**src/rtl/issue_scheduler.sv**
```systemverilog
// issue_scheduler: dual-issue in-order scheduler with fetch queue and per-register countdown scoreboard
module issue_scheduler #(
  parameter int QDEPTH = 4,
  parameter int LAT = 2
) (
  input  logic        clk,
  input  logic        rst,
  input  logic        in_valid,
  input  logic [31:0] in_instr1,
  input  logic [31:0] in_instr2,
  output logic        in_ready,
  input  logic        fetch_done,
  input  logic        flush,
  output logic        iss0_valid,
  output logic [31:0] iss0_instr,
  output logic        iss1_valid,
  output logic [31:0] iss1_instr,
  output logic        done,
  output logic [15:0] stall_cycles
);
  localparam int PW = $clog2(QDEPTH);
  localparam int CW = PW + 1;
  logic [31:0] q [QDEPTH];
  logic [PW-1:0] hd, tl;
  logic [CW-1:0] count;
  logic [2:0] sb [1:31];
  logic [31:0] blk, h, s;
  logic ok0, ok1, go0, go1, idle, w1, w2;
  logic [1:0] n_iss, n_add;
  function automatic logic wr(input logic [31:0] i);
    return i[11:7] != 5'd0 && i[6:0] inside {7'b0110011, 7'b0010011, 7'b0000011, 7'b0110111, 7'b0010111, 7'b1101111, 7'b1100111};
  endfunction
  function automatic logic r1(input logic [31:0] i);
    return !(i[6:0] inside {7'b0110111, 7'b0010111, 7'b1101111});
  endfunction
  function automatic logic r2(input logic [31:0] i);
    return i[6:0] inside {7'b0110011, 7'b0100011, 7'b1100011};
  endfunction
  function automatic logic ctl(input logic [31:0] i);
    return i[6:0] inside {7'b1100011, 7'b1101111, 7'b1100111};
  endfunction
  function automatic logic mem(input logic [31:0] i);
    return i[6:0] inside {7'b0000011, 7'b0100011};
  endfunction
  function automatic logic elig(input logic [31:0] i, input logic [31:0] b);
    return !(r1(i) && b[i[19:15]]) && !(r2(i) && b[i[24:20]]) && !(wr(i) && b[i[11:7]]);
  endfunction
  always_comb begin
    blk = '0;
    idle = 1'b1;
    for (int r = 1; r < 32; r++) begin
      blk[r] = sb[r] > 3'd1;
      idle = idle && sb[r] == 3'd0;
    end
  end
  assign h = q[hd];
  assign s = q[hd + PW'(1)];
  assign ok0 = count != '0 && elig(h, blk);
  assign ok1 = ok0 && count >= CW'(2) && !ctl(h) && elig(s, blk) && !(mem(h) && mem(s)) &&
               !(wr(h) && ((r1(s) && s[19:15] == h[11:7]) || (r2(s) && s[24:20] == h[11:7]) || (wr(s) && s[11:7] == h[11:7])));
  assign go0 = ok0 && !flush;
  assign go1 = ok1 && !flush;
  assign n_iss = {1'b0, go0} + {1'b0, go1};
  assign in_ready = count <= CW'(QDEPTH - 2);
  assign w1 = in_valid && in_ready && !flush && in_instr1 != 32'h0;
  assign w2 = in_valid && in_ready && !flush && in_instr2 != 32'h0;
  assign n_add = {1'b0, w1} + {1'b0, w2};
  always_ff @(posedge clk) begin
    if (w1) q[tl] <= in_instr1;
    if (w2) q[tl + PW'(w1)] <= in_instr2;
  end
  always_ff @(posedge clk) begin
    if (rst) begin
      hd <= '0;
      tl <= '0;
      count <= '0;
      for (int r = 1; r < 32; r++) sb[r] <= '0;
      iss0_valid <= 1'b0;
      iss0_instr <= '0;
      iss1_valid <= 1'b0;
      iss1_instr <= '0;
      stall_cycles <= '0;
      done <= 1'b0;
    end else begin
      hd <= flush ? '0 : hd + PW'(n_iss);
      tl <= flush ? '0 : tl + PW'(n_add);
      count <= flush ? '0 : count + CW'(n_add) - CW'(n_iss);
      for (int r = 1; r < 32; r++)
        if ((go0 && wr(h) && h[11:7] == 5'(r)) || (go1 && wr(s) && s[11:7] == 5'(r))) sb[r] <= 3'(LAT);
        else if (sb[r] != 3'd0) sb[r] <= sb[r] - 3'd1;
      iss0_valid <= go0;
      iss0_instr <= go0 ? h : '0;
      iss1_valid <= go1;
      iss1_instr <= go1 ? s : '0;
      if (count != '0 && n_iss == 2'd0 && stall_cycles != 16'hFFFF) stall_cycles <= stall_cycles + 16'd1;
      done <= done || (fetch_done && count == '0 && idle);
    end
  end
endmodule
```
**config.mk**
```make
export PLATFORM = sky130hd
export DESIGN_NAME = issue_scheduler
export DESIGN_NICKNAME = d
export VERILOG_FILES = /design/src/rtl/issue_scheduler.sv
export SDC_FILE = /design/constraint.sdc
export NUM_CORES = 1
export LEC_CHECK = 0
export CAP_MARGIN = 20
export CORE_UTILIZATION = 40
export CTS_CLUSTER_DIAMETER = 100
export CTS_CLUSTER_SIZE = 12
export DETAILED_ROUTE_END_ITERATION = 6
export PLACE_DENSITY = 0.6
export SKIP_CTS_REPAIR_TIMING = 1
export SLEW_MARGIN = 10
export SYNTH_ARGS = -nofsm -noshare
export SYNTH_HDL_FRONTEND = slang
export SYNTH_SLANG_ARGS = --single-unit
```
**constraint.sdc**
```tcl
create_clock -name clk -period 4.97 [get_ports clk]
set_clock_uncertainty 0.1 [all_clocks]
set_input_delay 1.491 -clock clk [delete_from_list [all_inputs] [get_ports clk]]
set_output_delay 1.491 -clock clk [all_outputs]
set_load 0.02 [all_outputs]
```
==> summary.txt <==
Status
  – Status: completed

Place
  – Area post-placement: 0.02357 sq mm
  – GPL Wtd Cong: 0.9912
  – IO Port Bufs: 152
  – DPL Wire Length: 48100 um

Yosys
  – Most common library cells after synthesis: 221 x edfxtp_1, 142 x mux2_2, 123 x nor2_1
  – EDFF count, synth: 221
  – Mapped Cells: 1814
  – Synth Cell Area: 0.02059 sq mm
  – Post-synth top area share: 0.3223
  – Dominant cell type by area after synthesis: edfxtp_1
  – Leading cell types by total area after synthesis: edfxtp_1 32%, dfxtp_1 8.7%, mux4_2 8.5%
  – Register area share after synthesis: 0.4098
  – Yosys warning count: 0
  – Avg Inst Size Synth: 11.35 sq um
  – Synth Register Bits: 311
  – Synth cell types: 84
  – Post-synth net total: 1987
  – Post-synth top flop: edfxtp_1
  – Post-synth ARST share: 0
  – Count leader, synth: edfxtp_1

Timing
  – Max_slew headroom: 0.3204
  – Final hold violations: 0
  – Slew Limit Fails: 0
  – Tcrit/Tclk final: 0.9616
  – Tmin final: 4.779 ns
  – Max Clock Freq: 0.2092 GHz
  – Setup violations, final: 0
  – WHS: 0.3791 ns
  – Tightest Pin Transition: 1.012 ns

Worst setup path
  – Setup CP Type: flip-flop to flip-flop
  – Startpoint Class: flip-flop
  – CP arrival: 5.15 ns
  – Crit-path max FO: 6
  – Req. time, crit path: 5.34 ns
  – CP Capture Type: flip-flop

Floorplan
  – # IOs: 153
  – # rows: 82
  – DIE WIDTH: 228.9 um
  – Starting utilization of the core area: 0.4079
  – Core area: 0.05048 sq mm
  – Die footprint: 0.05239 sq mm
  – Die height: 228.9 um

Clocking
  – Root buf cell: clkbuf_16
  – Register clock-pin slew on the reported worst setup and hold paths: 0.06 ns
  – H-Tree Level Count: 1
  – CTS Buffer Depth: 3
  – Clk sink count: 311
  – CTS tree: done
  – CTS Buf Count: 30
  – Clk Latency, worst-skew pair: 0.61 ns

GRT
  – Top Usage Layer GRT: met2
  – Met1 Usage GRT: 0.3218
  – Vias in the first global route: 16090
  – Global-route wire length before repair: 98530 um
  – Initial antenna violation count: 1
  – GRT met2 Usage: 0.4119
  – Global Route Usage Sum: 0.2433
  – Met3 layer usage reported by global route: 0.03343
  – Largest net degree at the start of global routing: 68
  – Grt ovf: 0

Layout
  – Ant diodes: 0
  – Storage element area: 0.008446 sq mm
  – Nets: 2205
  – Layout fillers: 4580
  – Layout area overhead: 19.85%
  – Post-layout instance area: 0.02468 sq mm
  – Multi-input combinational cell area: 0.01136 sq mm
  – Layout cell share with drive strength beyond 1: 0.2374

Routing
  – Routed WL per cell: 23.96 um
  – Vias per Instance: 5.962
  – Final WL: 65370 um
  – Detailed-route via count: 16265
  – # DRC: 0
  – 1st-pass router iterations: 5
  – Post-route ant nets: 0
  – Initial drt markers: 1440

Pwr
  – Sw Pwr: 0.004291 W
  – Clock share of power: 0.199
  – Reg power frac: 0.344
  – VDD IR-drop max: 0.0003096 V
  – Sw Share: 0.3899
  – Power per Cell Area: 445.9 mW/mm^2
  – Cell leakage power: 8.990 nW
  – Gate power share: 0.457
  – Internal: 0.006714 W

Hold path
  – HP Class: flip-flop to flip-flop

Run
  – Maxcap violations: 0
[worst paths after layout]
check / from / end / slack (ns) / cells past startpoint
min: done$_SDFF_PP0_ / done$_SDFF_PP0_ / 0.38 / 2
min reg2reg: done$_SDFF_PP0_ / done$_SDFF_PP0_ / 0.38 / 2
max: hd[0]$_SDFF_PP0_ / count[2]$_SDFF_PP0_ / 0.19 / 18
max reg2reg: hd[0]$_SDFF_PP0_ / count[2]$_SDFF_PP0_ / 0.19 / 18
[critical path, cell delays in order, from the launching register on]
cell and delay, ns:
dfxtp_4 0.40, buf_6 0.14, buf_4 0.12, mux4_2 0.59, o2111a_1 0.29, or4_4 0.50, a22oi_2 0.21, o221ai_2 0.15
nor4b_2 0.36, nand3_2 0.18, inv_1 0.10, ha_1 0.14, inv_1 0.06, fa_1 0.51, inv_1 0.06, fa_2 0.38
xor2_1 0.17, xnor2_1 0.13, nor3_1 0.05
[flip-flops by register name (all words and copies together) (netlist names)]
signal	flops
stall_cycles	16
done	1
sb	93
count	3
iss1_valid	1
tl	2
q	128
hd	2
iss1_instr	32
iss0_valid	1
iss0_instr	32
[cell families after synthesis]
group	Yosys count	share of synthesized area
AOI/OAI and AO/OA	287	0.1133
xor gates and xnor gates	38	0.01616
adders and majority gates	104	0.06392
buffers and inverters	207	0.04593
DFF	311	0.4098
muxes	272	0.1885
and+or+nand+nor	595	0.1624
[layout by cell type (no fill, tap or decap), types with 43 or more instances in the layout]
cell type / synthesis / final
inv_1: 101 / 101
nor2_1: 123 / 123
nor2b_1: 66 / 66
mux2i_1: 51 / 50
buf_4: 10 / 118
a21oi_1: 43 / 43
clkdlybuf4s50_1: 0 / 151
or3_1: 44 / 43
edfxtp_1: 221 / 221
nand2_1: 46 / 46
mux4_2: 78 / 80
dfxtp_1: 90 / 88
nor3_1: 94 / 89
ha_1: 102 / 102
mux2_2: 142 / 142
[layer usage]
layer / up-vias / part of all wire / routed length, um
met5: - / 0 / 0
met4: 0 / 0.031 / 2046
met3: 119 / 0.065 / 4218
met2: 674 / 0.48 / 31280
met1: 8091 / 0.43 / 27830
li1: 7381 / - / -
[power groups by stage]
stage	clock network (W)	registers, W	logic [W]
after floorplan	0	0.00370	0.00324
after global placement	0	0.00381	0.00482
after detailed placement	0	0.00383	0.00487
after CTS	0.00223	0.00377	0.00491
after global routing	0.00233	0.00383	0.00546
final	0.00219	0.00379	0.00503
[layout make-up]
type                    instances  area share
clock buffers                  53     0.03432
clock inverters                 3    0.001825
inverters                     104     0.01592
multi-input cells            1298      0.4605
flip-flops and latches        311      0.3422
well taps                     672     0.03407
repair buffers                287      0.1112
[per-stage QoR]
stage	instances	utilization	setup slack (ns)	total power, W	setup TNS [ns]
floorplan	1814	-	0.04349	0.006943	0
global placement	2656	0.4670	-0.06353	0.008630	-0.06353
detailed placement	2656	0.4670	-0.07477	0.008695	-0.1140
CTS	2712	0.4847	0.08350	0.01091	0
global route	2728	0.4889	-0.02469	0.01162	-0.02469
finish	2728	0.4889	0.1907	0.01101	0
(Power assumes the default switching activity.)
